`src/rtl/jaluseq_if.sv`:
```
// Operand/result handshake bundle between a bus-side caller and the jaluseq ALU sequencer.
// Handshake: a start is accepted on a rising edge where wstart=1 and wready=1; wready stays low
// until the op retires, and wdone pulses for one cycle when bacc/bflags carry the new result.
interface jaluseq_if;
  logic [0:7] bbus;
  logic       wstart;
  logic [0:2] bop;
  logic       wci;
  logic       wbit1;
  logic       wready;
  logic       wbusy;
  logic       wdone;
  logic [0:7] bacc;
  logic [0:3] bflags;
  logic [1:0] fsm_state;

  modport master (
    output bbus, wstart, bop, wci, wbit1,
    input  wready, wbusy, wdone, bacc, bflags, fsm_state
  );

  modport slave (
    input  bbus, wstart, bop, wci, wbit1,
    output wready, wbusy, wdone, bacc, bflags, fsm_state
  );
endinterface

```
`src/rtl/jaluseq.sv`:
```
// ALU operand/result sequencer: B (TMP) then A from the shared bus, then one registered ALU op
// into ACC and {C, A, E, Z}. Bit 0 is the MSB on every vector.
module jaluseq (
  input  logic     wclk,
  input  logic     wrst,
  jaluseq_if.slave bus
);
  typedef enum logic [1:0] {IDLE = 2'd0, OPA = 2'd1, EXEC = 2'd2} state_t;

  state_t     state;
  state_t     state_nxt;
  logic [0:7] tmp;
  logic [0:7] opnd_a;
  logic [0:2] op;
  logic       ci;
  logic [0:7] acc;
  logic [0:3] flags;
  logic       done;
  logic       ready;

  logic [0:8] sum;
  logic [0:7] res;
  logic       c_out;
  logic       a_gt;
  logic       a_eq;

  always_ff @(posedge wclk) begin
    if (wrst) state <= IDLE;
    else      state <= state_nxt;
  end

  always_comb begin
    state_nxt = state;
    case (state)
      IDLE:    if (bus.wstart) state_nxt = OPA;
      OPA:     state_nxt = EXEC;
      EXEC:    state_nxt = IDLE;
      default: state_nxt = IDLE;
    endcase
  end

  always_comb begin
    ready = (state == IDLE);
  end

  // Combinational ALU slices; only EXEC consumes these.
  always_comb begin
    sum   = {1'b0, opnd_a} + {1'b0, tmp} + {8'd0, ci};
    res   = '0;
    c_out = 1'b0;
    case (op)
      3'b000: begin res = sum[1:8];            c_out = sum[0];    end
      3'b001: begin res = {ci, opnd_a[0:6]};   c_out = opnd_a[7]; end
      3'b010: begin res = {opnd_a[1:7], ci};   c_out = opnd_a[0]; end
      3'b011: res = ~opnd_a;
      3'b100: res = opnd_a & tmp;
      3'b101: res = opnd_a | tmp;
      default: res = opnd_a ^ tmp;
    endcase
    a_gt = (opnd_a > tmp);
    a_eq = (opnd_a == tmp);
  end

  always_ff @(posedge wclk) begin
    if (wrst) begin
      tmp    <= '0;
      opnd_a <= '0;
      op     <= '0;
      ci     <= 1'b0;
      acc    <= '0;
      flags  <= '0;
      done   <= 1'b0;
    end else begin
      done <= (state == EXEC);
      case (state)
        IDLE: if (bus.wstart) begin
          tmp <= bus.wbit1 ? 8'h01 : bus.bbus;
          op  <= bus.bop;
          ci  <= bus.wci;
        end
        OPA: opnd_a <= bus.bbus;
        EXEC: begin
          // CMP updates flags only; ACC keeps the previous result.
          if (op != 3'b111) acc <= res;
          flags <= {c_out, a_gt, a_eq, (res == 8'h00)};
        end
        default: ;
      endcase
    end
  end

  assign bus.wready    = ready;
  assign bus.wbusy     = ~ready;
  assign bus.wdone     = done;
  assign bus.bacc      = acc;
  assign bus.bflags    = flags;
  assign bus.fsm_state = state;
endmodule

```
`src/flat_wrapper.sv`:
```
// flat-port wrapper written by rule: the top's interface ports become plain ports
module jaluseq_flat 
  (wclk, wrst, bus_bbus, bus_wstart, bus_bop, bus_wci, bus_wbit1, bus_wready, bus_wbusy, bus_wdone, bus_bacc, bus_bflags, bus_fsm_state);
  jaluseq_if bus_i ();
  input  logic wclk;
  input  logic wrst;
  input wire logic [$bits(bus_i.bbus)-1:0] bus_bbus;
  input wire logic [$bits(bus_i.wstart)-1:0] bus_wstart;
  input wire logic [$bits(bus_i.bop)-1:0] bus_bop;
  input wire logic [$bits(bus_i.wci)-1:0] bus_wci;
  input wire logic [$bits(bus_i.wbit1)-1:0] bus_wbit1;
  output wire logic [$bits(bus_i.wready)-1:0] bus_wready;
  output wire logic [$bits(bus_i.wbusy)-1:0] bus_wbusy;
  output wire logic [$bits(bus_i.wdone)-1:0] bus_wdone;
  output wire logic [$bits(bus_i.bacc)-1:0] bus_bacc;
  output wire logic [$bits(bus_i.bflags)-1:0] bus_bflags;
  output wire logic [$bits(bus_i.fsm_state)-1:0] bus_fsm_state;
  assign bus_i.bbus = bus_bbus;
  assign bus_i.wstart = bus_wstart;
  assign bus_i.bop = bus_bop;
  assign bus_i.wci = bus_wci;
  assign bus_i.wbit1 = bus_wbit1;
  assign bus_wready = bus_i.wready;
  assign bus_wbusy = bus_i.wbusy;
  assign bus_wdone = bus_i.wdone;
  assign bus_bacc = bus_i.bacc;
  assign bus_bflags = bus_i.bflags;
  assign bus_fsm_state = bus_i.fsm_state;
  jaluseq u_core (.wclk(wclk), .wrst(wrst), .bus(bus_i));
endmodule
```
`config.mk`:
```
export PLATFORM = sky130hd
export DESIGN_NAME = jaluseq_flat
export DESIGN_NICKNAME = d
export VERILOG_FILES = /design/src/rtl/jaluseq_if.sv /design/src/rtl/jaluseq.sv /design/src/flat_wrapper.sv
export SDC_FILE = /design/constraint.sdc
export NUM_CORES = 1
export LEC_CHECK = 0
export ABC_AREA = 1
export ABC_CLOCK_PERIOD_IN_PS = 1900
export BUFFER_PORTS_ARGS = -buffer_cell sky130_fd_sc_hd__buf_2
export CORE_MARGIN = 8
export CORE_UTILIZATION = 54
export CTS_BUF_LIST = sky130_fd_sc_hd__clkbuf_2 sky130_fd_sc_hd__clkbuf_4 sky130_fd_sc_hd__clkbuf_8
export CTS_CLUSTER_DIAMETER = 30
export DETAILED_ROUTE_END_ITERATION = 7
export GPL_ROUTABILITY_DRIVEN = 1
export PLACE_DENSITY = 0.79
export SYNTH_ARGS = -nofsm -noshare
export SYNTH_HDL_FRONTEND = slang
export SYNTH_SLANG_ARGS = --single-unit
```
`constraint.sdc`:
```
create_clock -name wclk -period 1.9 [get_ports wclk]
set_clock_uncertainty 0.15 [all_clocks]
set_input_delay 0.38 -clock wclk [delete_from_list [all_inputs] [get_ports wclk]]
set_output_delay 0.38 -clock wclk [all_outputs]
set_load 0.02 [all_outputs]
```
=== Word-level counts from Yosys, hierarchy flattened ===
Cells that the tools add are included.

* Add/sub/neg operators: 2
* $mul: 0
* Div/mod/pow operators: 0
* Magnitude comparators: 1
* Eq/ne operators: 10
* Shifts and indexed selects: 0
* Mux-type cells: 5
* Bitwise gates (word level): 5
* Reductions and logical operators: 5

{| class="wikitable"
|+ Operators by type and width
! operator !! count
|-
| $pmux 8 s6 || 1
|-
| $add 8x8->9 || 1
|-
| $add 9x1->9 || 1
|-
| $and 8x8->8 || 1
|-
| $eq 8x8->1 || 1
|-
| $gt 8x8->1 || 1
|-
| $logic_not 8->1 || 1
|-
| $mux 8 || 1
|-
| $not 8->8 || 1
|-
| $or 8x8->8 || 1
|-
| $xor 8x8->8 || 1
|-
| $eq 3x2->1 const B || 2
|-
| $eq 3x3->1 const B || 2
|-
| $pmux 2 s2 || 1
|-
| $reduce_and 2->1 || 2
|-
| $eq 3x1->1 const B || 1
|-
| $logic_not 3->1 || 1
|-
| $ne 3x3->1 const B || 1
|-
| $pmux 1 s3 || 1
|-
| $eq 2x1->1 const B || 1
|-
| $eq 2x2->1 const B || 1
|-
| $logic_not 2->1 || 1
|-
| $mux 2 || 1
|-
| $ne 2x2->1 const B || 1
|-
| $not 1->1 || 1
|}

* Flip-flop bits (word level): 35
* Latch bits: 0
* RAM bits: 0
* Bits in read-only memories: 0
* Input port bits: 16
* Logic and storage cells: 36
* Memories: 0

=== Longest topological paths before layout ===
Gate-level depths: netlist of run 1.

* Depth in word-level cells: 4
* Depth in mapped cells: 15
* Mapped depth without buffers: 15

=== Worst setup path before layout of run 1 ===
No wires, ideal clock.

* Kind: register to register
* Start: register u_core.ci
* End: register u_core.flags, in the netlist u_core.bus.bflags[3]
* Arrival time: 1804 ps
* Required time: 1679 ps
* Slack: -125 ps
* Cell stages (with the launch flop): 16
* Buffers on the path: 0
* Path through: dfxtp_1 fa_1 inv_1 fa_1 inv_1 nand2_1 nand2_1 nand2_1 nor2_1 nor2_1 nand2_1 nor2_1 nand2_1 nor2_1 nand3_1 a21oi_1

* Cells in the longest elaborated chain, start to end: 3

{| class="wikitable"
|+ Ends and longest elaborated chain
! item !! line !! text
|-
| start: declaration || jaluseq.sv:15 || <nowiki>logic ci;</nowiki>
|-
| start signal: assignment || jaluseq.sv:79 || <nowiki>ci <= bus.wci;</nowiki>
|-
| $add 9x1->9 || jaluseq.sv:48 || <nowiki>sum = {1'b0, opnd_a} + {1'b0, tmp} + {8'd0, ci};</nowiki>
|-
| $pmux 8 s6 (*) || jaluseq.sv:51 || <nowiki>case (op)</nowiki>
|-
| $logic_not 8->1 (*) || jaluseq.sv:85 || <nowiki>flags <= {c_out, a_gt, a_eq, (res == 8'h00)};</nowiki>
|-
| end signal: assignment || jaluseq.sv:85 ||
|-
| end: declaration || jaluseq.sv:17 || <nowiki>logic [0:3] flags;</nowiki>
|}

Mark *: on every way between the ends. The rest lies on a longest branch, timed or not.
A chain may end at the register's enable or synchronous reset.

=== Final worst setup path of run 1 ===
* Start: register u_core.opnd_a[7] in the netlist's numbering
* End: register u_core.flags, in the netlist u_core.bus.bflags[3]

* Cells in the longest elaborated chain, start to end: 4
* Elaborated cells on any way between the ends: 8

{| class="wikitable"
|+ Ends and longest elaborated chain
! item !! line !! text
|-
| start: declaration || jaluseq.sv:13 || <nowiki>logic [0:7] opnd_a;</nowiki>
|-
| start signal: assignment || jaluseq.sv:81 || <nowiki>OPA: opnd_a <= bus.bbus;</nowiki>
|-
| $add 8x8->9 || jaluseq.sv:48 ||
|-
| $add 9x1->9 || jaluseq.sv:48 ||
|-
| $pmux 8 s6 (*) || jaluseq.sv:51 ||
|-
| $logic_not 8->1 (*) || jaluseq.sv:85 ||
|}

Marks and branches as above.

==> results of run 1 <==
## sequential cells by signal, indices dropped and copies added, names as in the netlist
signal / flops
u_core.bus.wdone: 1
u_core.bus.bacc: 8
u_core.op: 3
u_core.tmp: 8
u_core.bus.fsm_state: 2
u_core.opnd_a: 8
u_core.ci: 1
u_core.bus.bflags: 4
## timing repair
action / in CTS / in global routing
pin swaps: 17 / 19
endpoints found under the setup margin: 8 / 16
gates cloned: 0 / 0
resized for setup: 20 / 32
buffers inserted: 2 / 2
## cells by family (layout without fill, tap and decap cells)
kind of cell | count (synthesis) | in the layout | share of synthesized area [%]
fa+ha+maj | 26 | 26 | 13.9
compound gates | 72 | 72 | 16.5
buf+inv | 68 | 151 | 11.2
flops | 35 | 35 | 28.7
simple gates | 170 | 170 | 29.7
## cells in the mapped netlist (all sizes together)
cell type	n	area, um^2
inv	57	214
nor2	49	186
a211oi	1	7.51
o22ai	3	18.8
nor4	1	6.26
o21ai	27	135
ha	24	300
fa	2	40.0
o211ai	5	37.5
nor3	2	10.0
or2	1	6.26
clkbuf	7	26.3
a21oi	27	135
o21a	1	7.51
nand2	76	288
buf	4	33.8
o31ai	7	52.6
nand3	36	198
o221ai	1	8.76
nand4	5	31.3
dfxtp	35	701
## worst reg2reg max path, cell delays in order (launching register included)
cell	delay [ps]
dfxtp_2	340
fa_2	400
inv_2	60
fa_2	200
inv_2	50
nand2_2	70
nand2_2	60
nand2_2	70
nor2_2	30
nor2_1	70
nand2_1	60
nor2_2	130
nand2_1	60
nor2_1	80
nand3_1	80
a21oi_1	130
## layout by cell type, fill, tap and decap left out
cell type and n:
buf_2 32, a21oi_1 24, clkbuf_8 5, a211oi_1 1
nor2_2 7, o211ai_1 5, inv_4 1, or2_2 1
a21oi_2 3, clkinvlp_4 2, nor2_4 1, ha_1 18
nor3_1 2, o21ai_1 3, nand3_1 30, clkinv_2 1
nor4_2 1, o21ai_0 23, dfxtp_2 9, o21a_1 1
fa_2 2, ha_4 4, inv_1 49, nand2_2 12
nor2_1 41, nand2_1 64, o221ai_2 1, ha_2 2
inv_2 7, o22ai_1 3, o21ai_2 1, nand3_2 5
o31ai_1 7, dfxtp_1 26, nand3_4 1, buf_4 52
nand4_1 5, buf_6 2
## area by class of cell
class | count | area, um^2 | area share [%]
Clock inverter | 3 | 20.0 | 0.610
Inverter | 57 | 216 | 6.60
Timing Repair Buffer | 86 | 573 | 17.5
Clock buffer | 5 | 68.8 | 2.10
Tap cell | 52 | 65.1 | 1.98
Multi-Input combinational cell | 268 | 1630 | 49.6
Sequential cell | 35 | 712 | 21.7
## final timing paths
check / endpoint / cells after the start / slack (ps) / start
worst max-delay path: u_core.bus.bflags[3]$_SDFFE_PP0P_ / 15 / -240 / u_core.opnd_a[7]$_SDFFE_PP0N_
worst min-delay path: u_core.tmp[4]$_SDFFE_PP0P_ / 3 / 180 / bus_bbus[3]
worst max register to register: u_core.bus.bflags[3]$_SDFFE_PP0P_ / 15 / -240 / u_core.opnd_a[7]$_SDFFE_PP0N_
worst min register to register: u_core.bus.bflags[0]$_SDFFE_PP0P_ / 2 / 320 / u_core.bus.bflags[0]$_SDFFE_PP0P_
## routing by layer
metal  wire, um  track usage [%]  share of wire, %  vias to the layer above
met3        709             6.93               8.6                       29
met1       3370             24.6                41                     1298
li1           -                -                 -                     1364
met2       3870             37.7                47                      157
met5          0                0                 0                        -
met4        295             12.3               3.6                        0
## per-stage QoR
stage | power [uW] | hold WS, ps
3_5_place_dp | 1440 | 306
2_1_floorplan | 1160 | 333
5_1_grt | 2170 | 186
4_1_cts | 2010 | 179
6_report | 2070 | 184
3_3_place_gp | 1430 | 307
## power by group through the flow
stage | logic (uW) | clock network [uW] | registers, uW
final | 710 | 554 | 809
after detailed placement | 614 | 0 | 822
after global routing | 769 | 584 | 815
after floorplan | 325 | 0 | 837
after global placement | 607 | 0 | 819
after CTS | 644 | 558 | 807
==> metrics, run 1 <==
number of diodes 0; Comb pwr share 34.3%; core area 4350 um^2; unique cell type count in the Yosys netlist 28; CTS clock-pin slew for the worst setup and hold paths 80 ps; drt total wl 8250 um; worst skew pair latency 300 ps; Top delay family on crit path simple AND/OR/NAND/NOR gates; synthesized area per cell 6.59 um^2; worst path required time 1980 ps; endpoints failing hold 0; Mapped Area 2440 um^2; yosys warns 0; Die W 83.3 um; fillers 337; share of layout cells above drive strength 1 33.5%; synthesized instance count 371; initial antenna violation count 0; DRT antenna net count 0; Final min period 2140 ps; DR iter-0 viols 248; routed len/inst 16.3 um; Max VDD drop 418 uV; CP Launch Type flop; Sw Share 36.1%; IO Count 33; failing checks setup timing; nets 495; Sequential Power Share 39.0%; #FFs+latches synth 35; site row count 24; vias in the first global route 2,799; slowest cell on the critical path fa_2; pre-CTS setup slack -259 ps; Starting Density 56.1%; Psw 749 uW; Static Leakage 0.00165 uW; Max Freq 467 MHz; CTS Root Cell clkbuf_8; detailed placement HPWL 6020 um; drt via density 5.63; crit-path cells fa_2, inv_2, fa_2, inv_2, nand2_2, nand2_2, nand2_2, nor2_2, nor2_1, nand2_1, nor2_2, nand2_1, nor2_1, nand3_1, a21oi_1; all-layer global routing usage 22.5%; CTS tree yes; status finished with violations; Hold WC Path Type primary input to flop; Non-Filler Instances 506; via count 2,848; CTS H-Tree Depth 2; Tcrit/Tclk final 113%; Worst-Margin Slew 643 ps; clock sink total 35; Slew HR 57.1%; port bufs 32; Final Setup Violations 7; CTS buffer count 5; CP Capture Type flop; sequential element share of the synthesized area 28.7%; die height 83.3 um; Placed Cells 495; Setup WS post-layout -242 ps; largest net degree at the start of global routing 21; first-pass GRT wire length 12,900 um; cell-internal power 1320 uW; Max stage delay on crit path 400 ps; clock network power share 26.7%; area of the die 6930 um^2; Remaining Overflow, GRT 0; Initial DRT Pass Iterations 5; Finished Cell Area 3280 um^2; most frequent CP cell nand2_2; Final TNS setup -737 ps; Max Fanout on Critical Path 2; maxcap violations 0; clk buf depth 2; power per cell area 632 nW/um^2; post-route core utilization 75.4%; GP Congestion 0.988; CTS Hold Buffers Added 0; area delta synth->final 34.3%; Placed Area 3000 um^2; RSZ-0062 raised after global routing yes; Mapped Nets 413; Crit path arrival time 2220 ps; Slew Viols, Final 0; Setup Crit Path Kind flop to flop; DRC 0; Worst Path Buf+Inv 2
Power figures use the tool's default switching activity.
==> run 2, diff against run 1 <==
--- a/config.mk
+++ b/config.mk
@@ -8,13 +8,15 @@
 export ABC_AREA = 1
 export ABC_CLOCK_PERIOD_IN_PS = 1900
 export BUFFER_PORTS_ARGS = -buffer_cell sky130_fd_sc_hd__buf_2
+export CELL_PAD_IN_SITES_DETAIL_PLACEMENT = 0
+export CELL_PAD_IN_SITES_GLOBAL_PLACEMENT = 1
 export CORE_MARGIN = 8
-export CORE_UTILIZATION = 54
+export CORE_UTILIZATION = 38
 export CTS_BUF_LIST = sky130_fd_sc_hd__clkbuf_2 sky130_fd_sc_hd__clkbuf_4 sky130_fd_sc_hd__clkbuf_8
 export CTS_CLUSTER_DIAMETER = 30
 export DETAILED_ROUTE_END_ITERATION = 7
 export GPL_ROUTABILITY_DRIVEN = 1
-export PLACE_DENSITY = 0.79
+export PLACE_DENSITY_LB_ADDON = 0.1
 export SYNTH_ARGS = -nofsm -noshare
 export SYNTH_HDL_FRONTEND = slang
 export SYNTH_SLANG_ARGS = --single-unit
==> metrics, run 2 (synthesis gave the netlist of run 1 again) <==
vias in the first global route 2,738 (-2.2%); CTS clock-pin slew for the worst setup and hold paths 70 ps (about the same); IO Count 33 (unchanged); CTS Root Cell clkbuf_8; DRC 0 (unchanged); Worst Path Buf+Inv 2 (unchanged); GRT met1 Usage 24.7% (+0.056 points); Die W 96.2 um (+16%); Hold WC Path Type primary input to flop; Final Setup Violations 5 (-2); maxcap violations 0 (unchanged); Placed Area 3180 um^2 (+6.2%); core area 6280 um^2 (+44%); CP Launch Type flop; Global Route met3 Usage 3.28% (-3.7 points); endpoints failing hold 0 (unchanged); initial antenna violation count 0 (unchanged); post-route core utilization 55.2% (-20 points); port bufs 32 (unchanged); Slew HR 50.6% (-6.4 points); routed len/inst 15.6 um (-4.2%); CTS tree yes; Remaining Overflow, GRT 0 (unchanged); via count 2,796 (-1.8%); site row count 29 (+21%); Top delay family on crit path simple AND/OR/NAND/NOR gates; Max Fanout on Critical Path 2 (unchanged); worst skew pair latency 290 ps (about the same); area delta synth->final 41.7%; clock sink total 35 (unchanged); largest net degree at the start of global routing 16 (-24%); number of diodes 0 (unchanged); most frequent CP cell nor2_1; Setup Crit Path Kind flop to flop; worst path required time 1970 ps (about the same); Finished Cell Area 3460 um^2 (+5.5%); Static Leakage 0.00176 uW (+6.3%); CTS buffer count 5 (unchanged); all-layer global routing usage 19.3% (-3.1 points); Initial DRT Pass Iterations 4 (-1); power per cell area 617 nW/um^2 (-2.4%); RSZ-0062 raised after global routing yes; CP Capture Type flop; Max stage delay on crit path 390 ps (about the same); Final TNS setup -750 ps (-13.1 ps); Max Freq 473 MHz (+1.3%); drt via density 5.09 (-9.5%); crit-path cells fa_2, inv_2, fa_2, buf_4, nand2_1, nand2_1, nor2_1, nor2_1, nand2_1, nor2_1, nand3_1, nor2_1, nand3_1, a21oi_1; failing checks setup timing; hold_ws 178 ps (-5.49 ps); GP Congestion 0.901 (-8.8%); Starting Density 38.9% (-17 points); first-pass GRT wire length 13,600 um (+5.4%); CTS H-Tree Depth 2 (unchanged); detailed placement HPWL 6700 um (+11%); clk buf depth 2 (unchanged); global route hottest layer met2; Max VDD drop 359 uV (-14%); met2 usage 32.7% (-5.0 points); Worst-Margin Slew 738 ps (+94.6 ps); status finished with violations; drt total wl 8580 um (+4.0%); Crit path arrival time 2190 ps (-30 ps); area of the die 9250 um^2 (+33%); die height 96.2 um (+16%); Slew Viols, Final 0 (unchanged); nets 514 (+3.8%); Tcrit/Tclk final 111% (-1.4 points); slowest cell on the critical path fa_2; DR iter-0 viols 178 (-28%); commonest non-fill, non-tap cell in the layout buf_4; Final min period 2120 ps (-26.5 ps); Setup WS post-layout -215 ps (+26.5 ps); share of layout cells above drive strength 1 35.2% (+1.7 points); DRT antenna net count 0 (unchanged); most frequent cells in the layout buf_4, nand2_1, inv_1, nor2_1, buf_2
[run 2: routing by layer]
metal  routed length, um  share of wire (%)  vias up
li1                    -                  -     1406
met1                4080                 48     1315
met2                3980                 46       66
met3                 405                4.7        9
met4                 114                1.3        0
met5                   0                  0        -
[run 2: stage by stage]
| step | setup slack (ps) | total power, uW | cells |
|---|---|---|---|
| 2_1_floorplan | -87.3 | 1160 | 371 |
| 3_3_place_gp | -267 | 1490 | 539 |
| 3_5_place_dp | -245 | 1490 | 539 |
| 4_1_cts | -210 | 2100 | 547 |
| 5_1_grt | -339 | 2250 | 549 |
| 6_report | -215 | 2140 | 549 |
[run 2: worst paths after layout]
check / cells past startpoint / from / to / slack, ps
worst max register to register: 14 / u_core.tmp[7]$_SDFFE_PP0P_ / u_core.bus.bflags[3]$_SDFFE_PP0P_ / -220
worst max-delay path: 14 / u_core.tmp[7]$_SDFFE_PP0P_ / u_core.bus.bflags[3]$_SDFFE_PP0P_ / -220
worst min register to register: 2 / u_core.bus.bflags[0]$_SDFFE_PP0P_ / u_core.bus.bflags[0]$_SDFFE_PP0P_ / 320
worst min-delay path: 3 / bus_bbus[6] / u_core.tmp[1]$_SDFFE_PP0P_ / 180
[run 2: report_power, final]
part	internal [uW]	switching [uW]	total [uW]
combinational	336	429	765
sequential	777	31.5	809
clock	285	277	562
[run 2: worst register-to-register path, stage by stage (launching register included)]
cell	delay, ps
dfxtp_2	340
fa_2	390
inv_2	70
fa_2	200
buf_4	100
nand2_1	40
nand2_1	60
nor2_1	40
nor2_1	80
nand2_1	90
nor2_1	90
nand3_1	90
nor2_1	110
nand3_1	80
a21oi_1	110
[run 2: final cells by class]
cell class	count	area, um^2
sequential	35	709
multi-input combinational	268	1630
tap	77	96.3
inverter	57	214
clock inverter	1	5.00
timing repair buffer	105	724
fill	623	2810
clock buffer	6	82.6
[run 2: repair_timing]
action,in CTS,in global routing
hold endpoints to repair,0,0
setup buffers,1,2
pin swaps,12,19
endpoints found under the setup margin,9,11
hold buffers,0,0
resized for setup,20,28
